**config.mk**
```make
export PLATFORM = sky130hd
export DESIGN_NAME = ahb_reg_slave
export DESIGN_NICKNAME = d
export VERILOG_FILES = /design/src/rtl/ahb_reg_slave.sv
export SDC_FILE = /design/constraint.sdc
export NUM_CORES = 1
export LEC_CHECK = 0
export CAP_MARGIN = 0
export CORE_MARGIN = 3
export CORE_UTILIZATION = 35
export DETAILED_ROUTE_END_ITERATION = 10
export PLACE_DENSITY = 0.69
export SYNTH_ARGS = -nofsm -noshare
export SYNTH_HDL_FRONTEND = slang
export SYNTH_SLANG_ARGS = --single-unit
export TNS_END_PERCENT = 1
```
**constraint.sdc**
```tcl
create_clock -name HCLK -period 5.7 [get_ports HCLK]
set_input_delay 0.57 -clock HCLK [delete_from_list [all_inputs] [get_ports HCLK]]
set_output_delay 0.57 -clock HCLK [all_outputs]
set_load 0.02 [all_outputs]
```
**src/rtl/ahb_reg_slave.sv**
```systemverilog
// AHB-Lite register-bank responder: NUM_REGS word registers,
// optional wait states, two-cycle ERROR for illegal accesses.
module ahb_reg_slave #(
    parameter int          NUM_REGS    = 16,
    parameter int          WAIT_STATES = 0,
    parameter logic [31:0] RESET_VAL   = '0
) (
    input  logic                     HCLK,
    input  logic                     HRESET,
    input  logic                     HSEL,
    input  logic [31:0]              HADDR,
    input  logic [1:0]               HTRANS,
    input  logic                     HWRITE,
    input  logic [2:0]               HSIZE,
    input  logic [2:0]               HBURST,
    input  logic [3:0]               HPROT,
    input  logic [31:0]              HWDATA,
    input  logic                     HREADY,
    output logic [31:0]              HRDATA,
    output logic                     HREADYOUT,
    output logic                     HRESP,
    output logic [32*NUM_REGS-1:0]   regs_o,
    output logic [NUM_REGS-1:0]      wr_pulse_o
);

    localparam int IW = $clog2(NUM_REGS);

    typedef enum logic [1:0] {
        S_IDLE,
        S_DATA,
        S_ERR1,
        S_ERR2
    } state_t;

    state_t        state;
    logic [3:0]    cnt;
    logic [IW-1:0] idx;
    logic          wr;
    logic [31:0]   regs [NUM_REGS];

    logic accept;
    logic addr_err;
    logic done;
    logic can_accept;

    assign accept   = HSEL & HREADY & HTRANS[1];
    assign addr_err = (HSIZE != 3'b010)
                    | (HADDR[1:0] != 2'b00)
                    | (HADDR[31:2] >= 30'(NUM_REGS));
    assign done     = (state == S_DATA) && (cnt == 4'd0);
    assign can_accept = (state == S_IDLE)
                      | (state == S_ERR2)
                      | done;

    // BURST/PROT carry no meaning for a flat register bank
    logic unused_ok;
    assign unused_ok = ^{HBURST, HPROT, HTRANS[0]};

    always_ff @(posedge HCLK) begin
        if (HRESET) begin
            state      <= S_IDLE;
            cnt        <= '0;
            idx        <= '0;
            wr         <= 1'b0;
            HREADYOUT  <= 1'b1;
            HRESP      <= 1'b0;
            wr_pulse_o <= '0;
            for (int i = 0; i < NUM_REGS; i++)
                regs[i] <= RESET_VAL;
        end else begin
            wr_pulse_o <= '0;
            if (done && wr) begin
                regs[idx]       <= HWDATA;
                wr_pulse_o[idx] <= 1'b1;
            end
            if (state == S_DATA && cnt != 4'd0) begin
                cnt       <= cnt - 4'd1;
                HREADYOUT <= (cnt == 4'd1);
            end else if (state == S_ERR1) begin
                state     <= S_ERR2;
                HREADYOUT <= 1'b1;
                HRESP     <= 1'b1;
            end else if (can_accept && accept) begin
                idx <= HADDR[IW+1:2];
                wr  <= HWRITE;
                if (addr_err) begin
                    state     <= S_ERR1;
                    HREADYOUT <= 1'b0;
                    HRESP     <= 1'b1;
                end else begin
                    state     <= S_DATA;
                    cnt       <= 4'(WAIT_STATES);
                    HREADYOUT <= (WAIT_STATES == 0);
                    HRESP     <= 1'b0;
                end
            end else begin
                state     <= S_IDLE;
                HREADYOUT <= 1'b1;
                HRESP     <= 1'b0;
            end
        end
    end

    // read data straight from the bank so a preceding write is visible
    assign HRDATA = (done && !wr) ? regs[idx] : '0;

    for (genvar g = 0; g < NUM_REGS; g++) begin : g_flat
        assign regs_o[32*g +: 32] = regs[g];
    end

endmodule

```
==> flow_summary.json <==
{
  "final_cells": 3011,
  "routedWlPerCell_um": 31.6,
  "status": "complete, no violations",
  "setup_ws_ns": 1.36,
  "grt_setup_unrepaired": "no",
  "yosys_register_bits": 544,
  "cp.arrival_ns": 3.77,
  "pwr-share-comb_pct": 9.6,
  "syn_nets": 1566,
  "grt_pass1_vias": 17196,
  "powerDensity_nw_per_um2": 279,
  "cts_resized": 0,
  "gp_congestion": 0.867,
  "dp.cells": 2904,
  "switchingPower_uw": 2200,
  "yosys_warnings": 0,
  "synth_area_leaders": "edfxtp_1 64%, mux4_2 15%, and2_1 13%, dfxtp_1 2.7%, clkbuf_1 1.6%",
  "die-area_um2": 72200,
  "dp_hpwl_mm": 63.6,
  "nFillCells": 5649,
  "synth_edf_count": 512,
  "async_flop_share_pct": 0,
  "area.growth.synth_to_final_pct": 38.7,
  "netlist_area_um2": 24200,
  "cts_hold_buf": 0,
  "synth_cell_types": 35,
  "wl_mm": 95.1,
  "clkPwrFrac_pct": 41.2,
  "dr.pass1.iters": 5,
  "max_freq_mhz": 230,
  "finalNetCount": 2176,
  "ioPinCount": 643,
  "regToRegEndpoint": "regs[0][17]$_SDFFCE_PN0P_",
  "synth_top_cell_by_area": "edfxtp_1",
  "post-cts-setup-buffer-count": 0,
  "setup_viol": 0,
  "slew_headroom_pct": 22.5,
  "hp-class": "register to register",
  "port_buffers": 634,
  "critPathKind": "register to primary output",
  "htree_levels": 2,
  "required_ns": 5.13,
  "ctsLongestPathBuffers": 3,
  "grt_util_all_layers_pct": 25.9,
  "p_seq_share_pct": 49.2,
  "vias": 16374,
  "maxCapViolations": 0,
  "cp-start-kind": "register",
  "ff2ff_path_depth": 8,
  "tns_ns": 0,
  "p_leak_uw": 0.0117,
  "whs_path_depth": 2,
  "syn_inst": 1480,
  "period_needed_ns": 4.34,
  "tightest_slew_ns": 1.16,
  "drive_above_1_share_pct": 14.9,
  "place_ws_ns": 1.61,
  "ys_seq_area_share_pct": 66.3,
  "final_antenna_net_count": 0,
  "final.setup_skew_ns": 0.0334,
  "numCtsBuffers": 57,
  "final_util_pct": 49.5,
  "hold_viol": 0,
  "root_buffer": "clkbuf_16",
  "drt_iter0_drc": 1851,
  "min_from": "wr$_SDFFE_PP0P_",
  "start_util_pct": 35.7,
  "cts_tree": "done",
  "clk_latency_ns": 0.61,
  "grt_max_degree": 67,
  "end_kind": "primary output",
  "die_x_um": 269,
  "slew_violations": 0,
  "drcViolationCount": 0,
  "swShare_pct": 23.5,
  "grt_overflow_total": 0,
  "path_clk_slew_ns": 0.06,
  "viasPerCell": 5.44,
  "cts_sinks": 544,
  "r2r_slack_ns": 2.38,
  "grt_pass1_wl_mm": 131,
  "vdd_drop_max_v": 0.000270,
  "synth_flop_cell": "edfxtp_1",
  "placement_rows": 95,
  "synth.top_cell.area_share_pct": 63.6,
  "antenna_found_initial": 6,
  "hold_end": "wr$_SDFFE_PP0P_",
  "internal_power_uw": 7170,
  "post-route-period-util_pct": 76.2,
  "syn_avg_cell_area_um2": 16.3,
  "die_y_um": 269,
  "cp_max_fo": 39,
  "r2r-start": "HRESP$_SDFFE_PP0N_",
  "coreArea_um2": 67800
}
## routing by layer
metal	share of wire (%)	vias to the layer above	global-route usage (%)
li1	-	6691	-
met1	36	8421	31.8
met4	3.5	0	8.69
met5	0	-	0
met2	50	1070	44.6
met3	10	192	6.95
## worst max-delay path, stage by stage, from the launching register on
cell and delay, ns:
dfxtp_4 0.91, buf_12 0.39, mux4_2 0.55, mux4_2 0.49, nor2b_1 0.16, clkdlybuf4s50_1 0.59
## metrics by stage
stage	power (uW)	hold WS, ns	cell area, um^2
floorplan	5050	0.440	24200
global placement	5580	0.461	31600
detailed placement	5590	0.488	31600
CTS	9430	0.498	33500
global route	9630	0.521	33500
finish	9370	0.485	33500
## cells in the final DEF, fill, tap and decap left out, types with 3 or more instances in the layout
master,count
bufinv_16,7
nor2b_1,33
or2_2,16
o21ai_0,5
ha_1,5
nor4_1,6
clkinv_2,3
and2_1,514
buf_4,36
or3_1,3
inv_1,4
dfxtp_4,3
dfxtp_1,28
clkbuf_16,60
mux4_2,160
a21oi_1,11
inv_6,3
nand3_1,6
nor3_2,3
clkinv_1,6
nor2_4,12
clkbuf_1,20
edfxtp_1,512
buf_12,4
nand2_1,11
clkdlybuf4s50_1,634
## power by group through the flow
stage	clock (uW)	combinational (uW)	sequential, uW
floorplan	0	259	4790
global placement	0	895	4680
detailed placement	0	900	4690
CTS	3910	904	4610
global route	4080	932	4620
finish	3860	897	4610
## cells by family after synthesis
logic type	share of synthesized area (%)
AND/OR/NAND/NOR	16.0
flip-flops	66.3
adder cells (fa/ha/maj)	0.259
multiplexers	14.9
AO/OA/AOI/OAI	0.538
buffers and inverters	2.07
## cell usage after synthesis, types with 2 or more instances
| cell type | n |
|---|---|
| and2_1 | 514 |
| edfxtp_1 | 512 |
| mux4_2 | 160 |
| clkbuf_1 | 101 |
| nor2b_1 | 33 |
| dfxtp_1 | 32 |
| buf_2 | 19 |
| or2_2 | 16 |
| a21oi_1 | 11 |
| nand2_1 | 11 |
| nor2_1 | 11 |
| nand3_1 | 6 |
| nor4_1 | 6 |
| ha_1 | 5 |
| o21ai_0 | 5 |
| inv_1 | 4 |
| nor3_1 | 4 |
| buf_1 | 3 |
| nand2b_1 | 3 |
| nor2_2 | 3 |
| or3_1 | 3 |
| a221oi_1 | 2 |
| and4_1 | 2 |
| nand3b_1 | 2 |
| o21bai_1 | 2 |
## area by class of cell
| class | instances | area (um^2) | share of cell area [%] |
|---|---|---|---|
| clock inverters | 23 | 327 | 0.974 |
| clock buffers | 82 | 1600 | 4.78 |
| diodes | 2 | 5.00 | 0.0149 |
| repair buffers | 674 | 6700 | 20.0 |
| inverters | 4 | 15.0 | 0.0448 |
| flip-flops and latches | 544 | 16000 | 47.8 |
| multi-input cells | 809 | 7760 | 23.1 |
| well taps | 873 | 1090 | 3.26 |
## sequential cells by signal (all words and copies together) (netlist names), named ones only
name and cells:
wr 1, HREADYOUT 1, regs 512, wr_pulse_o 16
state 1, cnt 4, idx 4, HRESP 1
## worst max-delay path by stage
stage                  start                   endpoint
floorplan           register                 HRDATA[11]
global placement      HRESET  regs[0][21]$_SDFFCE_PN0P_
detailed placement    HRESET  regs[0][21]$_SDFFCE_PN0P_
CTS                 register                 HRDATA[17]
global route        register                 HRDATA[24]
finish              register                 HRDATA[23]
No activity file was read; power rests on OpenSTA's default activity.
